[config.mk]
export PLATFORM = sky130hd
export DESIGN_NAME = usb_rx_frontend
export DESIGN_NICKNAME = d
export VERILOG_FILES = /design/src/rtl/usb_rx_frontend.sv
export SDC_FILE = /design/constraint.sdc
export NUM_CORES = 1
export LEC_CHECK = 0
export CORE_MARGIN = 3
export CORE_UTILIZATION = 40
export DETAILED_ROUTE_END_ITERATION = 10
export HOLD_SLACK_MARGIN = 0.12
export PLACE_DENSITY = 0.58
export SYNTH_ARGS = -nofsm -noshare
export SYNTH_HDL_FRONTEND = slang
export SYNTH_SLANG_ARGS = --single-unit
[constraint.sdc]
create_clock -name clk -period 4.3 [get_ports clk]
set_clock_uncertainty 0.15 [all_clocks]
set_input_delay 0.86 -clock clk [delete_from_list [all_inputs] [get_ports clk]]
set_output_delay 0.86 -clock clk [all_outputs]
set_load 0.05 [all_outputs]
[src/rtl/usb_rx_frontend.sv]
// USB receive front end: NRZI decode, SYNC detect, bit unstuffing and EOP detection.
// Build option: define SYNC_LOOSE_EN to accept a truncated SYNC (newest decoded bits 0,0,0,1).
module usb_rx_frontend #(
    parameter int MAX_BITS  = 99,
    parameter int STUFF_RUN = 6
) (
    input  logic clk,
    input  logic rst,
    input  logic sampleEn,
    input  logic dp,
    input  logic dm,
    input  logic readyIn,
    output logic bitOut,
    output logic bitOutAvail,
    output logic done,
    output logic rxErr,
    output logic active
);
    localparam int CNT_W  = $clog2(MAX_BITS + 2);
    localparam int ONES_W = $clog2(STUFF_RUN + 1);

    localparam logic [1:0] LINE_J   = 2'b10;
    localparam logic [1:0] LINE_K   = 2'b01;
    localparam logic [1:0] LINE_SE0 = 2'b00;
    localparam logic [1:0] LINE_SE1 = 2'b11;

    typedef enum logic [2:0] {
        ST_IDLE,
        ST_DATA,
        ST_EOP1,
        ST_EOP2,
        ST_ABORT
    } state_t;

    state_t              state_q, state_d;
    logic [1:0]          prev_line_q, prev_line_d;
    logic [ONES_W-1:0]   ones_q, ones_d;
    logic [CNT_W-1:0]    bit_cnt_q, bit_cnt_d;
    logic [7:0]          sync_sr_q, sync_sr_d;
    logic                bit_out_q, bit_out_d;
    logic                bit_out_avail_q, bit_out_avail_d;
    logic                done_q, done_d;
    logic                rx_err_q, rx_err_d;
    logic                active_q, active_d;

    logic [1:0]          line;
    logic                is_jk;
    logic                dec_bit;
    logic [7:0]          sync_shift;
    logic                sync_hit;
    logic                abort;

    assign line       = {dp, dm};
    assign is_jk      = (line == LINE_J) || (line == LINE_K);
    assign dec_bit    = (line == prev_line_q);
    assign sync_shift = {sync_sr_q[6:0], dec_bit};

`ifdef SYNC_LOOSE_EN
    assign sync_hit = (sync_shift[3:0] == 4'b0001);
`else
    assign sync_hit = (sync_shift == 8'h01);
`endif

    always_comb begin
        state_d         = state_q;
        prev_line_d     = prev_line_q;
        ones_d          = ones_q;
        bit_cnt_d       = bit_cnt_q;
        sync_sr_d       = sync_sr_q;
        bit_out_d       = bit_out_q;
        bit_out_avail_d = 1'b0;
        done_d          = 1'b0;
        rx_err_d        = 1'b0;
        active_d        = active_q;
        abort           = 1'b0;

        if (sampleEn) begin
            prev_line_d = line;
            case (state_q)
                ST_IDLE: begin
                    if (!is_jk) begin
                        sync_sr_d = 8'hFF;
                    end else begin
                        sync_sr_d = sync_shift;
                        // The closing SYNC 1 already counts toward the stuffing run.
                        if (sync_hit && readyIn) begin
                            state_d   = ST_DATA;
                            active_d  = 1'b1;
                            ones_d    = ONES_W'(1);
                            bit_cnt_d = '0;
                        end
                    end
                end
                ST_DATA: begin
                    if (line == LINE_SE0) begin
                        state_d = ST_EOP1;
                    end else if (line == LINE_SE1) begin
                        abort = 1'b1;
                    end else if (ones_q == ONES_W'(STUFF_RUN)) begin
                        if (dec_bit) begin
                            abort = 1'b1;
                        end else begin
                            ones_d = '0;
                        end
                    end else if (bit_cnt_q == CNT_W'(MAX_BITS)) begin
                        abort = 1'b1;
                    end else begin
                        bit_out_d       = dec_bit;
                        bit_out_avail_d = 1'b1;
                        bit_cnt_d       = bit_cnt_q + CNT_W'(1);
                        ones_d          = dec_bit ? ones_q + ONES_W'(1) : '0;
                    end
                end
                ST_EOP1: begin
                    if (line == LINE_SE0) begin
                        state_d = ST_EOP2;
                    end else begin
                        abort = 1'b1;
                    end
                end
                ST_EOP2: begin
                    if (line == LINE_J) begin
                        state_d     = ST_IDLE;
                        done_d      = 1'b1;
                        active_d    = 1'b0;
                        sync_sr_d   = 8'hFF;
                        prev_line_d = LINE_J;
                    end else begin
                        abort = 1'b1;
                    end
                end
                ST_ABORT: begin
                    if (line == LINE_J) begin
                        state_d   = ST_IDLE;
                        sync_sr_d = 8'hFF;
                    end
                end
                default: begin
                    state_d = ST_IDLE;
                end
            endcase

            if (abort) begin
                state_d  = ST_ABORT;
                done_d   = 1'b1;
                rx_err_d = 1'b1;
                active_d = 1'b0;
            end
        end
    end

    always_ff @(posedge clk) begin
        if (rst) begin
            state_q         <= ST_IDLE;
            prev_line_q     <= LINE_J;
            ones_q          <= '0;
            bit_cnt_q       <= '0;
            sync_sr_q       <= 8'hFF;
            bit_out_q       <= 1'b0;
            bit_out_avail_q <= 1'b0;
            done_q          <= 1'b0;
            rx_err_q        <= 1'b0;
            active_q        <= 1'b0;
        end else begin
            state_q         <= state_d;
            prev_line_q     <= prev_line_d;
            ones_q          <= ones_d;
            bit_cnt_q       <= bit_cnt_d;
            sync_sr_q       <= sync_sr_d;
            bit_out_q       <= bit_out_d;
            bit_out_avail_q <= bit_out_avail_d;
            done_q          <= done_d;
            rx_err_q        <= rx_err_d;
            active_q        <= active_d;
        end
    end

    assign bitOut      = bit_out_q;
    assign bitOutAvail = bit_out_avail_q;
    assign done        = done_q;
    assign rxErr       = rx_err_q;
    assign active      = active_q;

endmodule
==> results.tsv <==
metric	value	unit
status	completed	
DP HPWL	2410	um
synth top area cells	dfxtp_1 (34%), nor2_1 (6.4%), nor3_1 (6.0%)	
Primary FF master, synth	dfxtp_1	
Synth Instances	199	
initial antenna violation count	0	
maxcap violations	0	
final hold vios	0	
Top cell by count, worst path	nor2_1	
share of the synthesized area in the top cell type	0.343	
FF-to-FF setup slack	2010	ps
Die Y	68.7	um
Max stage delay on crit path	550	ps
P_leak	0.626	nW
ys async rst share	0	
std cell rows	22	
Slew headroom	0.476	
CTS Sinks	27	
Synth Area per Inst	7.91	sq um
Layout area overhead	11.2	%
# nets final	219	
IO Count	11	
WL per Instance	13.2	um
peak supply drop	0.000205	V
share of cells above drive strength 1	0.0437	
CP Class	in -> reg	
Setup Fix Bufs, Post-CTS	0	
CTS clk-pin slew, worst paths	90	ps
Hold Buf Count CTS	0	
core area	3720	sq um
Power Total	435	uW
Ant. Diodes	0	
DRT Pass-1 Iters	6	
CTS HTree Levels	1	
gp weighted congestion	0.836	
max-slew violations	0	
drc violations	0	
Die ar.	4720	sq um
global-route wire length before repair	5750	um
Worst setup startpoint	dp	
vias in the first global route	1231	
cell family with most CP delay	simple AND/OR/NAND/NOR gates	
total grt overflow	0	
HP Start	prev_line_q[0]	
GR Util All Layers	0.163	
CTS tree	yes	
fmax	0.326	GHz
Post-Synthesis Cell Area	1570	sq um
placed insts	250	
IO Port Bufs	10	
CTS resizes	0	
Setup TNS	0	ps
EDFF count, synth	0	
hold crit path type	reg -> reg	
sequential area share after synthesis	0.343	
Routed Antenna Nets	0	
fin util	0.471	
clk_lat worst skew	280	ps
CP cell instances	clkdlybuf4s50_1 > inv_1 > ha_1 > nor4b_1 > nand2_1 > nor2_1 > mux2i_1 > nor2_1	
Vias	1397	
Starting Density	0.424	
slowest CP cell	clkdlybuf4s50_1	
Ys Warns	0	
largest net degree at the start of global routing	25	
leading area contributor after synthesis	dfxtp_1	
total CTS buffers	3	
Period minus WS final	3060	ps
drt initial violations	121	
worst r2r src	state_q[1]	
Post-Syn Nets	211	
Clock Tree Buf Depth	2	
fin crit share	0.713	
root buf cell	clkbuf_8	
Distinct cells, synth	46	
Req. time, crit path	4300	ps
CP arrival	3060	ps
Yosys reg bits	27	
Buf/Inv on CP	2	
crit path max fanout	7	
total wire length	3350	um
RSZ-0062 raised after global routing	false	
DR vias/cell	5.50	
# setup viols final	0	
Pwr per Cell Area	248	nW/um^2
Die W	68.7	um
CP endpoint kind	flop	
startpoint types	primary input	
worst-margin pin slew	783	ps
fin cells	254	
-- registers in the layout, indices dropped and copies added (netlist names) --
name	flops
active	1
bitOut	1
bitOutAvail	1
bit_cnt_q	7
done	1
ones_q	3
prev_line_q	2
rxErr	1
state_q	3
sync_sr_q	7
-- stage by stage --
stage | instance area (sq um) | worst slack, ps | hold WS (ps)
final | 1750 | 1240 | 336
after global routing | 1750 | 896 | 378
after CTS | 1750 | 1240 | 337
after detailed placement | 1710 | 940 | 324
after global placement | 1710 | 990 | 317
after floorplan | 1570 | 1720 | 301
-- Yosys cell counts (all sizes together) (3+ instances only) --
library cell	count
o21a	3
xnor2	5
dfxtp	27
inv	7
or3	3
nand2	11
nor2	27
a21oi	11
ha	6
nand3	9
clkbuf	5
nand2b	7
nor3	19
o21ai	11
o21bai	8
mux2	3
nor2b	4
-- cell families after synthesis --
logic type | count (synthesis) | synth area share
simple gates | 96 | 0.313
mux | 5 | 0.0342
buf+inv | 14 | 0.0350
flops | 27 | 0.343
fa+ha+maj | 6 | 0.0477
compound gates | 44 | 0.188
xor+xnor | 7 | 0.0390
-- worst reg2reg max path: stages, from the launching register on --
cell and delay (ps):
dfxtp_1 500, or3_1 520, or4_4 470, a21oi_4 200, mux2_1 340
-- cell usage in the layout (no fill, tap or decap), types with 3 or more instances in the layout --
cell type        synthesis  routed
dfxtp_1                 27      27
mux2_1                   3       3
nor2_1                  27      27
o21bai_1                 7       7
nor2b_1                  4       4
clkdlybuf4s50_1          0      10
o21ai_0                  9       9
a21oi_1                 10      10
xnor2_1                  5       5
nand2_1                 11      11
or3_1                    3       3
inv_1                    7       7
clkbuf_8                 0       3
o21a_1                   3       3
nand2b_1                 7       7
nor3_1                  19      19
nand3_1                  9       9
ha_1                     6       6
-- report_power, final --
part | switching [mW] | internal, mW
clock | 0.0780 | 0.0665
sequential | 0.00138 | 0.252
combinational | 0.0230 | 0.0140
total | 0.102 | 0.332
-- worst paths after layout --
kind	endpoint	depth (start not counted)
worst max-delay path	bitOut	8
worst min-delay path	prev_line_q[0]	2
worst max register to register	ones_q[0]	4
worst min register to register	prev_line_q[0]	2
-- area by class of cell --
| class | instances | area, sq um |
|---|---|---|
| Tap cell | 48 | 60.1 |
| Multi-Input combinational cell | 158 | 978 |
| Inverter | 7 | 26.3 |
| Timing Repair Buffer | 10 | 100 |
| Clock buffer | 4 | 45.0 |
| Fill cell | 369 | 1970 |
| Sequential cell | 27 | 541 |
-- layer usage --
layer	share of wire	track usage	vias to the layer above
li1	-	-	718
met1	0.51	0.227	649
met2	0.45	0.249	25
met3	0.033	0.0421	5
met4	0.0099	0.0414	0
met5	0	0	-
(Power assumes the default switching activity.)
==> variant (config.mk and constraints unchanged) <==
Set the parameter `STUFF_RUN` to 8 (it was 6).
--- a/src/rtl/usb_rx_frontend.sv
+++ b/src/rtl/usb_rx_frontend.sv
@@ -2,7 +2,7 @@
 // Build option: define SYNC_LOOSE_EN to accept a truncated SYNC (newest decoded bits 0,0,0,1).
 module usb_rx_frontend #(
     parameter int MAX_BITS  = 99,
-    parameter int STUFF_RUN = 6
+    parameter int STUFF_RUN = 8
 ) (
     input  logic clk,
     input  logic rst,
Check against the original RTL: no difference found for any inputs over 10 cycles, from zero or initial values and one cycle with rst high; that may be too few to reach the edited logic, so the function may still have changed.
==> variant against the original RTL <==
Sequential cell count is 1 higher; worst setup slack got worse by 0.042 ns; synthesized area is 1.7% higher; cell area is 0.50% lower; cell count down 7.9%; power is 1.1% higher; combinational power shrank 5%; wire length down 4.0%; largest power group unchanged.
==> variant: results (changes against the original RTL) <==
Parameter                              Value

Critical path
  Capturing point of the worst reg2reg path ... bit_cnt_q[4]$_SDFFE_PP0P_ (was ones_q[0]$_SDFFE_PP0P_)
  Timing endpoint of the critical path ... ones_q[3]$_SDFFE_PP0P_ (was bitOut$_SDFFE_PP0P_)
  Crit-path max FO ... 21 (was 7)
  Signal arrival time at the worst endpoint ... 3.13 ns (was 3.06 ns)

STA
  Slew of the pin with the lowest slew margin ... 0.714 ns (was 0.783 ns)
  Worst hold margin ... 0.343 ns (was 0.336 ns)

Drt
  Vias after detailed routing ... 1316 (was 1397)
  Number of design-rule violations left by the first detailed-router iteration ... 92 (was 121)
  TritonRoute pass-1 iters ... 4 (was 6)
  Wire length after detailed routing ... 3.21 mm (was 3.35 mm)

Layout
  Registers with the highest flip-flop counts ... bit_cnt_q x7, sync_sr_q x7, ones_q x4 (was bit_cnt_q x7, sync_sr_q x7)
  Multi-input logic portion of the cell area ... 54.1% (was 55.9%)
  Sequential Area ... 561 sq um (was 541 sq um)
  Multi-input combinational cell count ... 135 (was 158)
  Number of clock-tree buffers in the layout ... 3 (was 4)
  Post-layout nets ... 200 (was 219)
  Number of sequential storage elements ... 28 (was 27)
  Fraction of layout cells with a size suffix above 1 ... 9.14% (was 4.37%)
  Non-clk invs ... 10 (was 7)

Synth
  Net count of the mapped netlist ... 194 (was 211)
  Library cells used by synthesis ... 54 (was 46)
  Sequential area share after synthesis ... 35.0% (was 34.3%)
  Cell types with the highest counts after synthesis ... 28 x sky130_fd_sc_hd__dfxtp_1, 14 x sky130_fd_sc_hd__a21oi_1, 14 x sky130_fd_sc_hd__nor2_1 (was 27 x sky130_fd_sc_hd__dfxtp_1, 27 x sky130_fd_sc_hd__nor2_1, 19 x sky130_fd_sc_hd__nor3_1)

Pwr
  Peak ir drop on the vdd network ... 0.171 mV (was 0.205 mV)
  Share of total power consumed by net switching ... 23.3% (was 23.6%)

Status
  Result of the run ... finished clean (unchanged)

Placed design
  HPWL reported at the end of detailed placement ... 2.42 mm (was 2.41 mm)

Global routing
  First-pass GRT wire length ... 5.44 mm (was 5.75 mm)
  Vias in the first global route ... 1178 (was 1231)
==> variant: layer usage <==
metal / global-route usage [%] / part of all wire (%) / wire length [um]
met1: 18.1 / 51 / 1630
met2: 22.6 / 46 / 1480
met3: 3.19 / 2.2 / 71
met4: 3.25 / 0.87 / 28
met5: 0 / 0 / 0
==> variant: logic make-up after synthesis <==
kind of cell | after synthesis | synth area share, %
adder cells (fa/ha/maj) | 6 | 4.69
XOR/XNOR | 3 | 2.58
AO/OA/AOI/OAI | 56 | 23.6
multiplexers | 1 | 0.626
flip-flops | 28 | 35.0
AND/OR/NAND/NOR | 69 | 27.4
buffers and inverters | 19 | 6.10
==> variant: per-stage QoR <==
stage	util [%]	cells	instance area [sq um]	setup slack (ns)	power, W
after global placement	45.1	231	1700	0.979	0.000304
after floorplan	-	182	1600	1.68	0.000292
after global routing	46.2	234	1740	1.04	0.000460
after detailed placement	45.1	231	1700	0.888	0.000304
final	46.2	234	1740	1.19	0.000439
after CTS	46.2	234	1740	1.19	0.000448
